`src/rtl/sar_adc_pkg.sv`:
```
// Shared types, default sizes and the trial-mask helper for the SAR ADC sequencer.
package sar_adc_pkg;

    localparam int SAR_WIDTH_DEF  = 7;
    localparam int SAR_SETTLE_DEF = 1;
    localparam int SAR_MASK_W     = 16;
    localparam int SAR_IDX_MAX_W  = 4;
    localparam int SAR_TMR_W      = 4;

    typedef enum logic [2:0] {
        IDLE,
        SETTLE,
        DECIDE,
        VERIFY,
        FINISH
    } sar_state_e;

    function automatic logic [SAR_MASK_W-1:0] trial_mask(input logic [SAR_IDX_MAX_W-1:0] idx);
        return SAR_MASK_W'(1) << idx;
    endfunction

endpackage

```
`src/rtl/sar_settle_timer.sv`:
```
// Loadable down-counter; tc_o is high while the count sits at zero.
module sar_settle_timer
    import sar_adc_pkg::*;
(
    input  logic                 clk_i,
    input  logic                 rst_i,
    input  logic                 load_i,
    input  logic [SAR_TMR_W-1:0] load_val_i,
    output logic                 tc_o
);

    logic [SAR_TMR_W-1:0] cnt_q, cnt_d;

    always_comb begin
        cnt_d = cnt_q;
        if (load_i) begin
            cnt_d = load_val_i;
        end else if (cnt_q != '0) begin
            cnt_d = cnt_q - SAR_TMR_W'(1);
        end
    end

    always_ff @(posedge clk_i) begin
        if (rst_i) begin
            cnt_q <= '0;
        end else begin
            cnt_q <= cnt_d;
        end
    end

    assign tc_o = (cnt_q == '0);

endmodule

```
`src/rtl/sar_adc_ctrl.sv`:
```
// Successive-approximation sequencer, MSB-first binary search on dac_code_o.
// Define SAR_ADC_CTRL_VERIFY_EN to add a post-conversion VERIFY phase that sets trustbit_o.
//
//   state  | meaning
//   IDLE   | waiting for start
//   SETTLE | trial code held while the comparator settles
//   DECIDE | comparator sampled, current bit fixed
//   VERIFY | final code re-checked against the comparator
//   FINISH | result published, done pulse
module sar_adc_ctrl
    import sar_adc_pkg::*;
#(
    parameter int WIDTH         = SAR_WIDTH_DEF,
    parameter int SETTLE_CYCLES = SAR_SETTLE_DEF
) (
    input  logic             clk_i,
    input  logic             rst_i,
    input  logic             start_i,
    input  logic             abort_i,
    input  logic             cmp_ge_i,
    output logic [WIDTH-1:0] dac_code_o,
    output logic             busy_o,
    output logic             done_o,
    output logic [WIDTH-1:0] dout_o,
    output logic             trustbit_o
);

    localparam int IDX_W = $clog2(WIDTH);
    localparam logic [SAR_TMR_W-1:0] SETTLE_LOAD =
        (SETTLE_CYCLES > 0) ? SAR_TMR_W'(SETTLE_CYCLES - 1) : '0;
    localparam logic [SAR_TMR_W-1:0] VERIFY_LOAD = SAR_TMR_W'(SETTLE_CYCLES);
    // With no settle time a new trial goes straight to the comparator decision.
    localparam sar_state_e TRIAL_ST = (SETTLE_CYCLES > 0) ? SETTLE : DECIDE;

    function automatic logic [WIDTH-1:0] bit_mask(input logic [IDX_W-1:0] idx);
        return WIDTH'(trial_mask(SAR_IDX_MAX_W'(idx)));
    endfunction

    sar_state_e           state_q, state_d;
    logic [WIDTH-1:0]     dac_q, dac_d;
    logic [WIDTH-1:0]     dout_q, dout_d;
    logic [WIDTH-1:0]     kept;
    logic [IDX_W-1:0]     idx_q, idx_d;
    logic                 trust_q, trust_d;
    logic                 tmr_load, tmr_tc;
    logic [SAR_TMR_W-1:0] tmr_val;

    sar_settle_timer u_timer (
        .clk_i      (clk_i),
        .rst_i      (rst_i),
        .load_i     (tmr_load),
        .load_val_i (tmr_val),
        .tc_o       (tmr_tc)
    );

    always_comb begin
        state_d = state_q;
        dac_d   = dac_q;
        dout_d  = dout_q;
        idx_d   = idx_q;
        trust_d = trust_q;
        kept    = cmp_ge_i ? dac_q : (dac_q & ~bit_mask(idx_q));

        case (state_q)
            IDLE: begin
                if (start_i && !abort_i) begin
                    state_d = TRIAL_ST;
                    dac_d   = bit_mask(IDX_W'(WIDTH - 1));
                    idx_d   = IDX_W'(WIDTH - 1);
                    trust_d = 1'b0;
                end
            end
            SETTLE: begin
                if (tmr_tc) begin
                    state_d = DECIDE;
                end
            end
            DECIDE: begin
                if (idx_q != '0) begin
                    dac_d   = kept | bit_mask(idx_q - IDX_W'(1));
                    idx_d   = idx_q - IDX_W'(1);
                    state_d = TRIAL_ST;
                end else begin
`ifdef SAR_ADC_CTRL_VERIFY_EN
                    dac_d   = kept;
                    state_d = VERIFY;
`else
                    dac_d   = kept;
                    dout_d  = kept;
                    trust_d = 1'b1;
                    state_d = FINISH;
`endif
                end
            end
`ifdef SAR_ADC_CTRL_VERIFY_EN
            VERIFY: begin
                // A falling input during conversion shows up as cmp_ge low here.
                if (tmr_tc) begin
                    dout_d  = dac_q;
                    trust_d = cmp_ge_i;
                    state_d = FINISH;
                end
            end
`endif
            FINISH: begin
                state_d = IDLE;
            end
            default: begin
                state_d = IDLE;
            end
        endcase

        if (abort_i && (state_q == SETTLE || state_q == DECIDE || state_q == VERIFY)) begin
            state_d = IDLE;
            dac_d   = '0;
            trust_d = 1'b0;
        end

        tmr_load = (state_d != state_q);
        tmr_val  = (state_d == VERIFY) ? VERIFY_LOAD : SETTLE_LOAD;
    end

    always_ff @(posedge clk_i) begin
        if (rst_i) begin
            state_q <= IDLE;
            dac_q   <= '0;
            dout_q  <= '0;
            idx_q   <= '0;
            trust_q <= 1'b0;
        end else begin
            state_q <= state_d;
            dac_q   <= dac_d;
            dout_q  <= dout_d;
            idx_q   <= idx_d;
            trust_q <= trust_d;
        end
    end

    assign dac_code_o = dac_q;
    assign dout_o     = dout_q;
    assign trustbit_o = trust_q;
    assign done_o     = (state_q == FINISH);
    assign busy_o     = (state_q == SETTLE) || (state_q == DECIDE) || (state_q == VERIFY);

endmodule
```
`config.mk`:
```
export PLATFORM = sky130hd
export DESIGN_NAME = sar_adc_ctrl
export DESIGN_NICKNAME = d
export VERILOG_FILES = /design/src/rtl/sar_adc_pkg.sv /design/src/rtl/sar_settle_timer.sv /design/src/rtl/sar_adc_ctrl.sv
export SDC_FILE = /design/constraint.sdc
export NUM_CORES = 1
export LEC_CHECK = 0
export CORE_MARGIN = 2
export CORE_UTILIZATION = 45
export DETAILED_ROUTE_END_ITERATION = 8
export PLACE_DENSITY_LB_ADDON = 0.12
export REMOVE_ABC_BUFFERS = 1
export SLEW_MARGIN = 10
export SYNTH_ARGS = -nofsm -noshare
export SYNTH_HDL_FRONTEND = slang
export SYNTH_HIERARCHICAL = 1
export SYNTH_SLANG_ARGS = --single-unit
```
`constraint.sdc`:
```
create_clock -name clk_i -period 6 [get_ports clk_i]
set_input_delay 1.2 -clock clk_i [delete_from_list [all_inputs] [get_ports clk_i]]
set_output_delay 1.2 -clock clk_i [all_outputs]
set_load 0.01 [all_outputs]
```
==> flow_summary_export.csv <==
group,metric,value,unit
sta,fin_worst_skew,0.00576,ns
floorplanning,die_w,59.8,um
final_layout,final_cell_mix,"25 x dfxtp_1, 21 x clkdlybuf4s50_1, 20 x nand2_1, 15 x a21oi_1, 11 x nor2_1",
final_layout,final_common_cell,"dfxtp_1",
synth,syn-cell-area,1400,um^2
global_routing,grt_util_all_layers,19.1,%
synth,ys_warn_count,6,
synth,yosysSeqAreaShare,35.8,%
power,clockPowerShare,17.9,%
run_status,status,"complete, no violations",
clock_network,root_buffer,"clkbuf_4",
synth,synthFlopType,"dfxtp_1",
final_layout,num_antenna_cells,0,
setup_path,start_kind,"flip-flop",
detailed_routing,drcViolationCount,0,
detailed_routing,met2_length,1490,um
setup_path,critical_path_required,4.80,ns
setup_path,regToRegStartpoint,"idx_q[0]",
power,powerDensity,264,nW/um^2
synth,synth-edff-count,0,
detailed_routing,drt_pre_antenna_iters,4,
power,p_int,0.284,mW
floorplanning,start_util,46.6,%
detailed_routing,num_vias,1292,
detailed_routing,routed_via_density,5.90,
global_routing,grt_pass1_vias,1165,
final_layout,post-route-util,55.0,%
worst_hold_path,min-delay-start,"dout_o[4]",
global_routing,grt_pass1_wl,5310,um
floorplanning,core_area,3000,um^2
final_layout,syn_to_final_growth,18.1,%
clock_network,clk_path_buf_depth,2,
detailed_routing,routed_wl,3160,um
power,netSwitchingFraction,34.9,%
floorplanning,num_io_pins,22,
placement,gp_congestion,0.857,
synth,async_flop_share,0,%
setup_path,r2r_cells,7,
global_routing,gr-total-overflow,0,
clock_network,cts_sinks,25,
placement,pre_cts_slack,2.79,ns
sta,hold_violations,0,
final_layout,layout.nets,199,
sta,fmax,339,MHz
power,p_seq_share,47.1,%
synth,synth-seq-cells,25,
detailed_routing,wl_met3,180,um
setup_path,cp.arrival,1.75,ns
sta,tns,0,ns
synth,synthCells,166,
final_layout,fill_cells,300,
clock_network,insertion_delay,0.32,ns
synth,yosysUniqueCellTypes,44,
floorplanning,die-area,3570,um^2
placement,detailed_place_hpwl,2310,um
clock_network,clk_pin_slew_worst_paths,0.15,ns
placement,place_area,1620,um^2
clock_network,post_cts_buffers,0,
sta,layout_setup_ws,3.05,ns
final_layout,fin_area,1650,um^2
synth,synth_top_area_cell,"dfxtp_1",
sta,worst_pin_slew,0.733,ns
power,peakVddDrop,0.151,mV
clock_network,cts_buffers,3,
power,netSwitchingPower,0.153,mW
detailed_routing,wire_per_inst,14.4,um
global_routing,grt_max_degree,22,
global_routing,antenna_found_initial,0,
synth,yosys-top-cells-area,"dfxtp_1 36%, ha_1 6.3%, a21oi_1 5.4%, nand2_1 5.4%, a221oi_1 3.1%",
sta,setup_violations,0,
final_layout,drive_gt1_share,8.60,%
placement,portBuffers,21,
worst_hold_path,hold_class,"flip-flop to flip-flop",
detailed_routing,top_layer,"met4",
clock_network,cts_tree,"built",
power,power_leakage,0.583,nW
synth,synth.avg_cell_area,8.43,um^2
clock_network,cts_resized,0,
floorplanning,die_y,59.8,um
setup_path,endpoint_kind,"output pin",
setup_path,critical_path_class,"flip-flop to output pin",
sta,drv_slew,0,
sta,fin_crit,2.95,ns
setup_path,crit_start,"state_q[2]",
detailed_routing,drt-met1-wl,1470,um
sta,rsz0062_at_grt,"no",
sta,min_period_over_period,49.1,%
floorplanning,rows,20,
sta,slew_headroom,51.0,%
detailed_routing,antenna_left,0,
flow_run,maxCapViolCount,0,
clock_network,htree_levels,1,
detailed_routing,dr.first_iter.drc_count,49,
clock_network,hold_buffers,0,
setup_path,cp_max_fo,7,
power,combPwrFrac,34.9,%
synth,synth_top_area_share,35.8,%
worst_hold_path,min_path_cells,2,
-- metrics by stage --
step | total power, mW | cells | hold WS, ns
after detailed placement | 0.360 | 215 | 0.450
after floorplan | 0.321 | 160 | 0.470
final | 0.436 | 219 | 0.464
after global placement | 0.357 | 215 | 0.441
after CTS | 0.440 | 219 | 0.469
after global routing | 0.468 | 219 | 0.495
-- kinds of logic (layout without fill, tap and decap cells) --
logic type / count (synthesis) / count (layout) / synth area share, %
adder cells (fa/ha/maj): 7 / 7 / 6.26
AO/OA/AOI/OAI: 44 / 44 / 21.7
multiplexers: 2 / 2 / 1.61
buffers and inverters: 17 / 34 / 5.55
AND/OR/NAND/NOR: 68 / 68 / 27.6
other: 1 / 4 / 0.268
flip-flops: 25 / 25 / 35.8
XOR/XNOR: 2 / 2 / 1.25
-- worst max-delay path, cell delays in order, from the launching register on --
cell and delay (ns):
dfxtp_1 0.51, inv_1 0.15, nor3_1 0.20, clkdlybuf4s50_1 0.56
-- cells in the mapped netlist (all sizes together), types with 2 or more instances --
| cell | count |
|---|---|
| dfxtp | 25 |
| o21ai | 2 |
| nand3 | 6 |
| nand2b | 4 |
| mux2 | 2 |
| buf | 6 |
| nor4b | 3 |
| o211ai | 2 |
| a21o | 3 |
| a21oi | 15 |
| or3b | 2 |
| a221oi | 5 |
| inv | 8 |
| ha | 7 |
| nor2b | 3 |
| nand4 | 4 |
| o2bb2ai | 2 |
| a2bb2oi | 2 |
| clkbuf | 3 |
| xnor2 | 2 |
| a31oi | 3 |
| o22ai | 3 |
| nor3 | 7 |
| nor3b | 2 |
| nand2 | 20 |
| nor2 | 11 |
-- routing by layer --
metal	track usage (%)	vias up
met2	31.2	49
met1	26.4	604
met3	2.81	2
met5	0	-
met4	4.76	0
li1	-	637
-- power groups by stage --
stage               clock network [mW]  logic [mW]  registers [mW]
floorplan                            0       0.116           0.205
global placement                     0       0.149           0.208
detailed placement                   0       0.151           0.210
CTS                             0.0829       0.152           0.206
global route                    0.0903       0.170           0.209
finish                          0.0783       0.152           0.206
-- flip-flops by register name, summed over array words and instances, names as in the netlist --
register / flops
trustbit_o: 1
state_q: 3
dac_code_o: 7
dout_o: 7
idx_q: 3
u_timer/cnt_q: 4
-- area by class of cell --
class / instances / area [um^2] / share of cell area (%)
clock buffers: 3 / 22.5 / 1.36
clock inverters: 1 / 7.51 / 0.455
inverters: 8 / 30.0 / 1.82
multi-input cells: 127 / 832 / 50.4
flip-flops and latches: 25 / 500 / 30.3
well taps: 33 / 41.3 / 2.50
repair buffers: 22 / 218 / 13.2
-- worst paths after layout --
path                                          to  slack (ns)
worst max-delay path                      done_o        3.05
worst min-delay path                   dout_o[4]        0.46
worst max register to register  u_timer/cnt_q[3]        3.64
worst min register to register         dout_o[4]        0.46
(Power assumes the default switching activity.)
